[config.mk]
export PLATFORM = sky130hd
export DESIGN_NAME = crc_code_encoder
export DESIGN_NICKNAME = d
export VERILOG_FILES = /design/src/rtl/crc_code_pkg.sv /design/src/rtl/crc_code_encoder.sv
export SDC_FILE = /design/constraint.sdc
export NUM_CORES = 1
export LEC_CHECK = 0
export CAP_MARGIN = 5
export CORE_MARGIN = 5
export CORE_UTILIZATION = 45
export DETAILED_ROUTE_END_ITERATION = 8
export PLACE_DENSITY_LB_ADDON = 0.05
export RECOVER_POWER = 50
export SLEW_MARGIN = 20
export SYNTH_ARGS = -nofsm -noshare
export SYNTH_HDL_FRONTEND = slang
export SYNTH_SLANG_ARGS = --single-unit
[constraint.sdc]
create_clock -name clk -period 1.75 [get_ports clk]
set_input_delay 0.35 -clock clk [delete_from_list [all_inputs] [get_ports clk]]
set_output_delay 0.35 -clock clk [all_outputs]
set_load 0.03 [all_outputs]
[src/rtl/crc_code_pkg.sv]
// Shared definitions for the CRC-4 (x^4 + x + 1) codeword encoder and decoder.
// The LFSR step lives here so both directions use one recurrence.
package crc_code_pkg;

  localparam int DATA_WIDTH = 8;
  localparam int CRC_WIDTH  = 4;
  localparam int CODE_WIDTH = DATA_WIDTH + CRC_WIDTH;

  // x^4 + x + 1, MSB is the implicit x^4 term
  localparam logic [CRC_WIDTH:0] CRC4_POLY = 5'b10011;

  // Value of bit_cnt during the final (12th) shift
  localparam logic [3:0] LAST_SHIFT = 4'(CODE_WIDTH - 1);

  typedef enum logic [1:0] {
    IDLE  = 2'd0,
    SHIFT = 2'd1,
    DONE  = 2'd2
  } state_t;

  // One bit-serial division step: shift the remainder up, bring in the next
  // message bit, and subtract (xor) the polynomial when x^3 falls out.
  // Equivalent to {lfsr[2], lfsr[1], lfsr[3]^lfsr[0], lfsr[3]^din}.
  function automatic logic [CRC_WIDTH-1:0] crc4_step(
    input logic [CRC_WIDTH-1:0] lfsr,
    input logic                 din
  );
    logic [CRC_WIDTH-1:0] shifted;
    shifted = {lfsr[CRC_WIDTH-2:0], din};
    return shifted ^ ({CRC_WIDTH{lfsr[CRC_WIDTH-1]}} & CRC4_POLY[CRC_WIDTH-1:0]);
  endfunction

endpackage

[src/rtl/crc_code_encoder.sv]
// Serial CRC-4 encoder: takes one byte, shifts {data, 4'b0} through the
// remainder LFSR over 12 cycles and presents the codeword {data, crc}.
//
// Handshake: start is a request that is taken only on a clock edge where
// ready=1 (state IDLE); data_in is captured on that same edge. Requests while
// busy are dropped, not queued. encoded_valid is a one-cycle pulse with no
// backpressure: the consumer must take encoded_data in that cycle. After the
// pulse the codeword stays on encoded_data until the next accepted start.
module crc_code_encoder
  import crc_code_pkg::*;
(
  input  logic                  clk,
  input  logic                  rst,
  input  logic [DATA_WIDTH-1:0] data_in,
  input  logic                  start,
  output logic                  ready,
  output logic                  busy,
  output logic [CODE_WIDTH-1:0] encoded_data,
  output logic                  encoded_valid
);

  state_t                state;
  logic [DATA_WIDTH-1:0] data_reg;
  logic [CODE_WIDTH-1:0] shift_reg;
  logic [CRC_WIDTH-1:0]  lfsr;
  logic [3:0]            bit_cnt;

  // Sequencer: capture on accepted start, run 12 shifts, hold one DONE cycle.
  always_ff @(posedge clk or posedge rst) begin
    if (rst) begin
      state     <= IDLE;
      data_reg  <= '0;
      shift_reg <= '0;
      lfsr      <= '0;
      bit_cnt   <= '0;
    end else begin
      case (state)
        IDLE: begin
          if (start) begin
            data_reg  <= data_in;
            shift_reg <= {data_in, {CRC_WIDTH{1'b0}}};
            lfsr      <= '0;
            bit_cnt   <= '0;
            state     <= SHIFT;
          end
        end
        SHIFT: begin
          lfsr      <= crc4_step(lfsr, shift_reg[CODE_WIDTH-1]);
          shift_reg <= shift_reg << 1;
          // Counter stops at 11 so it never leaves the 0..11 range
          if (bit_cnt == LAST_SHIFT) begin
            state <= DONE;
          end else begin
            bit_cnt <= bit_cnt + 4'd1;
          end
        end
        DONE: begin
          state <= IDLE;
        end
        default: begin
          // Unused encoding 2'd3 falls back to IDLE
          state <= IDLE;
        end
      endcase
    end
  end

  // Moore output decode straight from the state and data registers.
  always_comb begin
    ready         = (state == IDLE);
    busy          = !ready;
    encoded_valid = (state == DONE);
    encoded_data  = {data_reg, lfsr};
  end

endmodule

==> run_results.csv, run 1 <==
group,metric,value,unit
critical_path,critPathTopFamily,"flip-flops",
placed_design,dp_slack,-0.0235,ns
timing,fin_tns_setup,0,ns
critical_path,start_kind,"flop",
grt,antenna_found_initial,0,
cts,htree_levels,1,
cts,clk_pin_slew,0.14,ns
timing,fmax,619,MHz
cts,numCtsBuffers,3,
timing,worst_pin_slew,0.654,ns
logic_synthesis,synth-seq-cells,26,
detailed_routing,ant_nets,0,
timing,holdWs,0.514,ns
timing,fin_skew,0.00150,ns
run,max-cap-violations,0,
pwr,power_density,1810,nW/µm²
cells_and_area,antenna_cells,0,
die,die_width,61.9,µm
cells_and_area,nNetsFinal,155,
critical_path,crit_chain,"nor3b_1 > buf_12 > mux2_2",
outcome,status,"complete, no violations",
detailed_routing,drtIter0Drc,25,
cts,post_cts_buffers,0,
detailed_routing,drt_pre_antenna_iters,4,
cells_and_area,final_common_cell,"dfrtp_1",
critical_path,required,1.98,ns
timing,setup_violations,0,
cts,postCtsHoldBufs,0,
detailed_routing,drc_errors,0,
detailed_routing,vias_per_cell,5.32,
critical_path,cp_slowest_cell,"dfrtp_2",
grt,grt_max_degree,27,
die,start_util,48.0,%
timing,slew_viol_final,0,
logic_synthesis,synth.avg_cell_area,10.8,µm²
hold_path,hp-class,"flop to flop",
grt,grt_pass1_vias,954,
pwr,ir_drop,0.00103,V
grt,grt-ovfl-total,0,
timing,fin_crit_sh,92.4,%
die,row_count,18,
logic_synthesis,yosysTopAreaCell,"dfrtp_1",
cts,cts_sinks,26,
critical_path,worstSetupEndpointType,"flop",
grt,grt_usage,15.4,%
pwr,p_leak,0.746,nW
logic_synthesis,synth_top_area_share,53.7,%
timing,fin_ws,0.133,ns
die,coreArea,2520,µm²
cts,cts_buffer_depth,2,
logic_synthesis,ys_seq_area_share,53.7,%
critical_path,slowest_delay,0.54,ns
placed_design,postPlaceCellArea,1530,µm²
critical_path,crit_fanout,16,
placed_design,numPortBuffers,25,
critical_path,path_buf_inv,1,
cells_and_area,layout_common_cells,"25 x dfrtp_1, 12 x o21ai_0, 11 x nor2b_1",
placed_design,dp_hpwl,1.73,mm
detailed_routing,wl,2.44,mm
die,dieArea,3830,µm²
logic_synthesis,syn_inst,112,
placed_design,place.gp.congestion,0.787,
cts,clockRootBuffer,"clkbuf_4",
cells_and_area,design_area,1570,µm²
cells_and_area,drive_above_1_share,18.3,%
grt,grt_pass1_wl,4.27,mm
logic_synthesis,synth_area,1210,µm²
cts,insertion_delay,0.32,ns
timing,hold_violations,0,
logic_synthesis,yosys_warnings,0,
die,io_pins,26,
detailed_routing,wire_per_inst,14.2,µm
timing,fin_crit,1.62,ns
timing,slew_headroom,56.4,%
timing,rsz0062_at_grt,"no",
cells_and_area,syn_to_final_growth,29.6,%
logic_synthesis,synth_fp_nets,124,
critical_path,arrival,1.84,ns
logic_synthesis,yosysUniqueCellTypes,25,
die,die_y,61.9,µm
cts,cts_tree,"yes",
logic_synthesis,synth_area_leaders,"dfrtp_1 54%, mux2_2 8.4%, nor2b_1 5.7%",
critical_path,path_class,"flop to flop",
detailed_routing,vias,915,
metrics by stage:
step | total power, mW | utilization (%) | instances
finish | 2.84 | 62.3 | 172
global route | 3.06 | 62.3 | 172
CTS | 2.92 | 62.5 | 172
detailed placement | 2.54 | 60.6 | 168
global placement | 2.50 | 60.6 | 168
floorplan | 1.98 | - | 112
layout make-up:
cell class | instances | area (µm²)
clock buffer | 3 | 22.5
clock inverter | 1 | 30.0
fill | 215 | 952
inverter | 3 | 11.3
multi-input combinational | 76 | 502
sequential | 26 | 652
tap | 30 | 37.5
timing repair buffer | 33 | 315
Yosys cell counts:
| cell type | number |
|---|---|
| nor2_1 | 3 |
| nor3b_4 | 1 |
| nand2_1 | 9 |
| mux2i_1 | 1 |
| mux2_2 | 9 |
| nand2b_1 | 1 |
| and2b_1 | 2 |
| o21ai_0 | 12 |
| ha_1 | 1 |
| o22ai_1 | 2 |
| dfrtp_1 | 26 |
| a22oi_1 | 7 |
| or3_1 | 1 |
| buf_4 | 2 |
| nand3b_1 | 1 |
| clkbuf_1 | 3 |
| o211ai_2 | 1 |
| buf_2 | 2 |
| nor4b_1 | 1 |
| nand3_1 | 2 |
| xnor2_1 | 2 |
| inv_1 | 3 |
| a21o_1 | 1 |
| nor2b_1 | 11 |
| a21oi_1 | 8 |
per-layer routing:
metal	track usage, %	share of wire [%]	up-vias
met5	0	0	-
met4	9.09	2.1	0
met3	3.51	4.2	4
met2	24.4	47	17
met1	19.3	46	444
li1	-	-	450
cells by family (layout without fill, tap and decap cells):
family,count (synthesis),count (layout),share of synthesized area [%]
multiplexers,10,10,9.19
AND/OR/NAND/NOR,32,32,15.4
adder cells (fa/ha/maj),1,1,1.03
AO/OA/AOI/OAI,31,31,15.3
XOR/XNOR,2,2,1.45
buffers and inverters,10,40,3.93
flip-flops,26,26,53.7
what timing repair did:
action	in CTS	in global routing
resized for setup	6	7
setup endpoints to repair	7	7
pin swaps	0	0
power by group:
group | leakage [nW] | switching, mW | internal [mW] | total (mW)
registers | 0.322 | 0.199 | 0.866 | 1.06
logic | 0.397 | 0.733 | 0.626 | 1.36
clock network | 0.0279 | 0.184 | 0.232 | 0.416
total | 0.746 | 1.12 | 1.72 | 2.84
path summary, 6_finish.rpt:
path	end	cells after the start	slack, ns	startpoint
hold reg to reg	data_reg[1]	1	0.51	data_reg[1]
max in group asynchronous	state[1]	3	0.68	rst
min in group asynchronous	bit_cnt[3]	3	0.62	rst
setup reg to reg	data_reg[7]	3	0.13	state[1]
hold / removal	data_reg[1]	1	0.51	data_reg[1]
setup / recovery	data_reg[7]	3	0.13	state[1]
No activity file was read; power rests on OpenSTA's default activity.
==> inputs of run 2 (changes only) <==
--- a/config.mk
+++ b/config.mk
@@ -5,12 +5,13 @@
 export SDC_FILE = /design/constraint.sdc
 export NUM_CORES = 1
 export LEC_CHECK = 0
-export CAP_MARGIN = 5
+export CAP_MARGIN = 20
 export CORE_MARGIN = 5
 export CORE_UTILIZATION = 45
 export DETAILED_ROUTE_END_ITERATION = 8
 export PLACE_DENSITY_LB_ADDON = 0.05
 export RECOVER_POWER = 50
+export SKIP_CTS_REPAIR_TIMING = 1
 export SLEW_MARGIN = 20
 export SYNTH_ARGS = -nofsm -noshare
 export SYNTH_HDL_FRONTEND = slang
==> run 2 against run 1 <==
Effect of this change:
- critical path depth unchanged
- maximum frequency is 0.18% lower
- via count decreased by 0.33%
- global-route usage unchanged
- sequential power is essentially flat
- power grew 1.1%
- register-to-register slack is essentially flat
- first-iteration DRC count shrank 12%
- combinational power about the same
- cell count did not move
- sequential cell count unchanged
- critical path type unchanged
- largest power group unchanged
==> run_results.csv, run 2 (same netlist as run 1, synthesis figures left out) <==
group,metric,value,unit
outcome,status,"complete, no violations",
pwr,p_leak,0.795,nW
die,row_count,18,
critical_path,rr_endpoint,"data_reg[7]",
timing,rsz0062_at_grt,"no",
cts,cts_sinks,26,
pwr,netSwitchingFraction,38.9,%
timing,fin_crit_sh,92.5,%
die,coreArea,2520,µm²
grt,grt_usage,15.4,%
timing,hold_violations,0,
die,die_width,61.9,µm
critical_path,cp_slowest_cell,"dfrtp_2",
timing,fmax,617,MHz
timing,setup_violations,0,
critical_path,required,1.98,ns
cells_and_area,final_common_cell,"dfrtp_1",
hold_path,min_to,"data_reg[1]",
timing,holdWs,0.514,ns
cells_and_area,antenna_cells,0,
detailed_routing,wl,2.46,mm
pwr,power,2.87,mW
hold_path,min-delay-start,"data_reg[1]",
grt,grt_max_degree,27,
detailed_routing,drc_errors,0,
placed_design,place.gp.congestion,0.787,
critical_path,reg2reg_from,"state[1]",
placed_design,numPortBuffers,25,
hold_path,hold_depth,1,
critical_path,critPathTopFamily,"flip-flops",
cts,clk_pin_slew,0.14,ns
grt,grt_pass1_wl,4.27,mm
run,max-cap-violations,0,
pwr,ir_drop,0.00103,V
die,io_pins,26,
critical_path,slowest_delay,0.54,ns
pwr,clkPwrFrac,14.5,%
cells_and_area,layout_common_cells,"25 x dfrtp_1, 12 x o21ai_0, 11 x nor2b_1, 11 x dlymetal6s2s_1",
critical_path,worstSetupEndpointType,"flop",
die,die_y,61.9,µm
cts,cts_tree,"yes",
hold_path,hp-class,"flop to flop",
grt,grt-ovfl-total,0,
detailed_routing,drtIter0Drc,22,
critical_path,crit_fanout,16,
cts,insertion_delay,0.32,ns
timing,slew_viol_final,0,
critical_path,reg2reg_depth,3,
cts,htree_levels,1,
pwr,p_sw,1.12,mW
critical_path,r2r_slack,0.13,ns
detailed_routing,ant_nets,0,
cells_and_area,drive_above_1_share,18.3,%
detailed_routing,vias_per_cell,5.30,
detailed_routing,wire_per_inst,14.3,µm
timing,fin_crit,1.62,ns
timing,worst_pin_slew,0.654,ns
timing,fin_skew,0.00171,ns
detailed_routing,vias,912,
grt,antenna_found_initial,0,
critical_path,arrival,1.85,ns
timing,slew_headroom,56.4,%
pwr,power_density,1810,nW/µm²
pwr,pwr-share-comb,48.4,%
critical_path,path_class,"flop to flop",
grt,grt_pass1_vias,954,
die,start_util,48.0,%
cts,cts_buffer_depth,2,
detailed_routing,drt_pre_antenna_iters,4,
critical_path,path_buf_inv,1,
cts,numCtsBuffers,3,
die,dieArea,3830,µm²
placed_design,dp_hpwl,1.73,mm
pwr,pwr-share-seq,37.1,%
cells_and_area,nNetsFinal,155,
critical_path,start_kind,"flop",
critical_path,crit_chain,"nor3b_1 > buf_12 > mux2_2",
cells_and_area,syn_to_final_growth,31.2,%
cts,clockRootBuffer,"clkbuf_4",
pwr,intPower,1.75,mW
run 2: changes by cell type in the layout (fill, tap and decap cells not counted):
cell | before | now
dlygate4sd2_1 | 5 | 0
dlymetal6s2s_1 | 6 | 11
run 2: through the flow:
step	util [%]	setup TNS, ns	worst slack [ns]	std cells	area, µm²
6_report	63.0	0	0.130	172	1590
5_1_grt	63.0	0	0.0248	172	1590
4_1_cts	62.6	-0.179	-0.0772	172	1580
3_5_place_dp	60.6	-0.0920	-0.0235	168	1530
3_3_place_gp	60.6	-0.0257	-0.00567	168	1530
2_1_floorplan	-	0	0.0156	112	1210
run 2: layer usage:
layer | wire [µm] | vias up | global-route usage [%]
li1 | - | 451 | -
met1 | 1140 | 440 | 19.3
met2 | 1160 | 17 | 24.4
met3 | 111 | 4 | 3.51
met4 | 51 | 0 | 9.09
met5 | 0 | - | 0
run 2: how the worst max path moves through the flow:
stage               cells after the start         endpoint  slack [ns]  startpoint
floorplan                               3             busy        0.02    state[1]
global placement                        4      data_reg[5]      -0.006       start
detailed placement                      4      data_reg[7]       -0.02       start
CTS                                     1  encoded_data[3]       -0.08     lfsr[3]
global route                            3             busy        0.02    state[1]
finish                                  3      data_reg[7]        0.13    state[1]
run 2: layout make-up:
class / count / area, µm²
inverters: 3 / 11.3
well taps: 30 / 37.5
flip-flops and latches: 26 / 652
multi-input cells: 76 / 502
repair buffers: 33 / 334
clock inverters: 1 / 30.0
clock buffers: 3 / 22.5
fillers: 210 / 933
run 2: power groups by stage:
| stage | registers (mW) | clock network, mW | logic (mW) |
|---|---|---|---|
| detailed placement | 1.09 | 0 | 1.44 |
| global placement | 1.08 | 0 | 1.42 |
| global route | 1.11 | 0.459 | 1.52 |
| finish | 1.06 | 0.416 | 1.39 |
| floorplan | 1.32 | 0 | 0.660 |
| CTS | 1.08 | 0.433 | 1.45 |
==> inputs of run 3 (changes only) <==
--- a/config.mk
+++ b/config.mk
@@ -7,7 +7,7 @@
 export LEC_CHECK = 0
 export CAP_MARGIN = 20
 export CORE_MARGIN = 5
-export CORE_UTILIZATION = 45
+export CORE_UTILIZATION = 35
 export DETAILED_ROUTE_END_ITERATION = 8
 export PLACE_DENSITY_LB_ADDON = 0.05
 export RECOVER_POWER = 50
==> run 3 against run 2 <==
Effect of this change:
- sequential share of layout area fell by 1.1 points
- cell count up 13%
- design area grew 3.0%
- count of clock-buffer cells in the layout is 1 higher
- combinational power grew 4%
- wire length increased by 4.8%
- worst hold slack better by 0.0032 ns
- worst setup slack lost 0.079 ns
- via count increased by 0.77%
- critical endpoint is now encoded_data[5]
==> run_results.csv, run 3 (same netlist as run 1, synthesis figures left out) <==
group,metric,value,unit
outcome,status,"complete, no violations",
timing,fin_ws,0.0512,ns
detailed_routing,drtIter0Drc,31,
grt,grt-busiest-layer,"met2",
critical_path,cp_slowest_cell,"clkdlybuf4s50_1",
timing,rsz0062_at_grt,"no",
pwr,clkPwrFrac,10.7,%
hold_path,hold_depth,1,
cells_and_area,final_util,49.0,%
pwr,pwr-share-seq,37.8,%
pwr,netSwitchingFraction,40.0,%
die,dieArea,4740,µm²
timing,fin_skew,0.00288,ns
cts,clockRootBuffer,"clkbuf_4",
die,die_y,68.8,µm
run,max-cap-violations,0,
cts,cts_sinks,26,
die,coreArea,3340,µm²
grt,grt_pass1_vias,933,
cells_and_area,fin_cells,194,
die,die_width,68.8,µm
timing,holdWs,0.517,ns
cells_and_area,multi_input_area,515,µm²
placed_design,dp_slack,0.0437,ns
critical_path,slowest_delay,0.67,ns
critical_path,cp_num_cells,1,
detailed_routing,drt_pre_antenna_iters,4,
detailed_routing,wire_per_inst,13.3,µm
pwr,ir_drop,0.000624,V
critical_path,reg2reg_depth,4,
placed_design,placed_cells,186,
placed_design,dp_hpwl,1.82,mm
detailed_routing,drc_errors,0,
cells_and_area,final_common_cell,"dfrtp_1",
cts,cts_tree,"yes",
placed_design,place.gp.congestion,0.726,
cells_and_area,regArea,653,µm²
placed_design,postPlaceCellArea,1560,µm²
die,io_pins,26,
pwr,pwr-share-comb,51.5,%
cts,htree_levels,1,
critical_path,arrival,1.35,ns
cells_and_area,nNetsFinal,161,
timing,fin_crit_sh,97.1,%
die,start_util,36.3,%
critical_path,worstSetupEndpointType,"output pin",
timing,worst_pin_slew,0.677,ns
timing,fin_tns_setup,0,ns
cells_and_area,drive_above_1_share,22.3,%
pwr,p_leak,0.811,nW
timing,slew_viol_final,0,
grt,grt_max_degree,27,
grt,grt.met1_usage,15.9,%
grt,grt_pass1_wl,4.28,mm
pwr,p_sw,1.12,mW
placed_design,numPortBuffers,25,
timing,slew_headroom,54.8,%
cts,insertion_delay,0.31,ns
critical_path,crit_fanout,2,
detailed_routing,wl,2.58,mm
hold_path,hp-class,"flop to flop",
detailed_routing,ant_nets,0,
grt,grt_use_met2,19.5,%
cells_and_area,antenna_cells,0,
cells_and_area,fill_cells,331,
cells_and_area,syn_to_final_growth,35.1,%
cts,clk_pin_slew,0.14,ns
grt,use_met3,2.27,%
cts,numCtsBuffers,3,
pwr,power_density,1710,nW/µm²
cts,cts_buffer_depth,2,
cells_and_area,layout_common_cells,"24 x dfrtp_1, 12 x o21ai_0, 12 x buf_4",
critical_path,path_class,"flop to output pin",
detailed_routing,vias_per_cell,4.74,
timing,hold_violations,0,
critical_path,start_kind,"flop",
cells_and_area,design_area,1640,µm²
grt,antenna_found_initial,0,
pwr,intPower,1.68,mW
timing,fmax,589,MHz
timing,setup_violations,0,
grt,grt_usage,12.1,%
critical_path,path_buf_inv,1,
critical_path,required,1.40,ns
critical_path,critPathTopFamily,"buffers and inverters",
detailed_routing,vias,919,
die,row_count,21,
pwr,power,2.80,mW
critical_path,crit_chain,"clkdlybuf4s50_1",
grt,grt-ovfl-total,0,
timing,fin_crit,1.70,ns
[run 3: power groups by stage]
stage                     combinational (mW)  sequential, mW  clock (mW)
after detailed placement                1.46            1.09           0
after global placement                  1.44            1.07           0
final                                   1.44            1.06       0.300
after global routing                    1.58            1.10       0.347
after floorplan                        0.660            1.32           0
after CTS                               1.47            1.07       0.323
[run 3: metal layers]
metal  vias up  part of all wire (%)
met4         0                  0.62
met5         -                     0
li1        463                     -
met3         2                   4.8
met1       438                    49
met2        16                    46
[run 3: area by class of cell]
type | count | share of cell area, %
Inverter | 3 | 0.688
Sequential cell | 26 | 39.9
Timing Repair Buffer | 39 | 22.2
Tap cell | 46 | 3.52
Clock buffer | 4 | 2.22
Multi-Input combinational cell | 76 | 31.5
[run 3: final timing paths]
path,start,end,slack [ns]
min in group asynchronous,rst,bit_cnt[3],0.64
hold / removal,data_reg[2],data_reg[2],0.52
setup reg to reg,state[0],data_reg[6],0.14
hold reg to reg,data_reg[2],data_reg[2],0.52
max in group asynchronous,rst,state[1],0.64
setup / recovery,data_reg[1],encoded_data[5],0.05
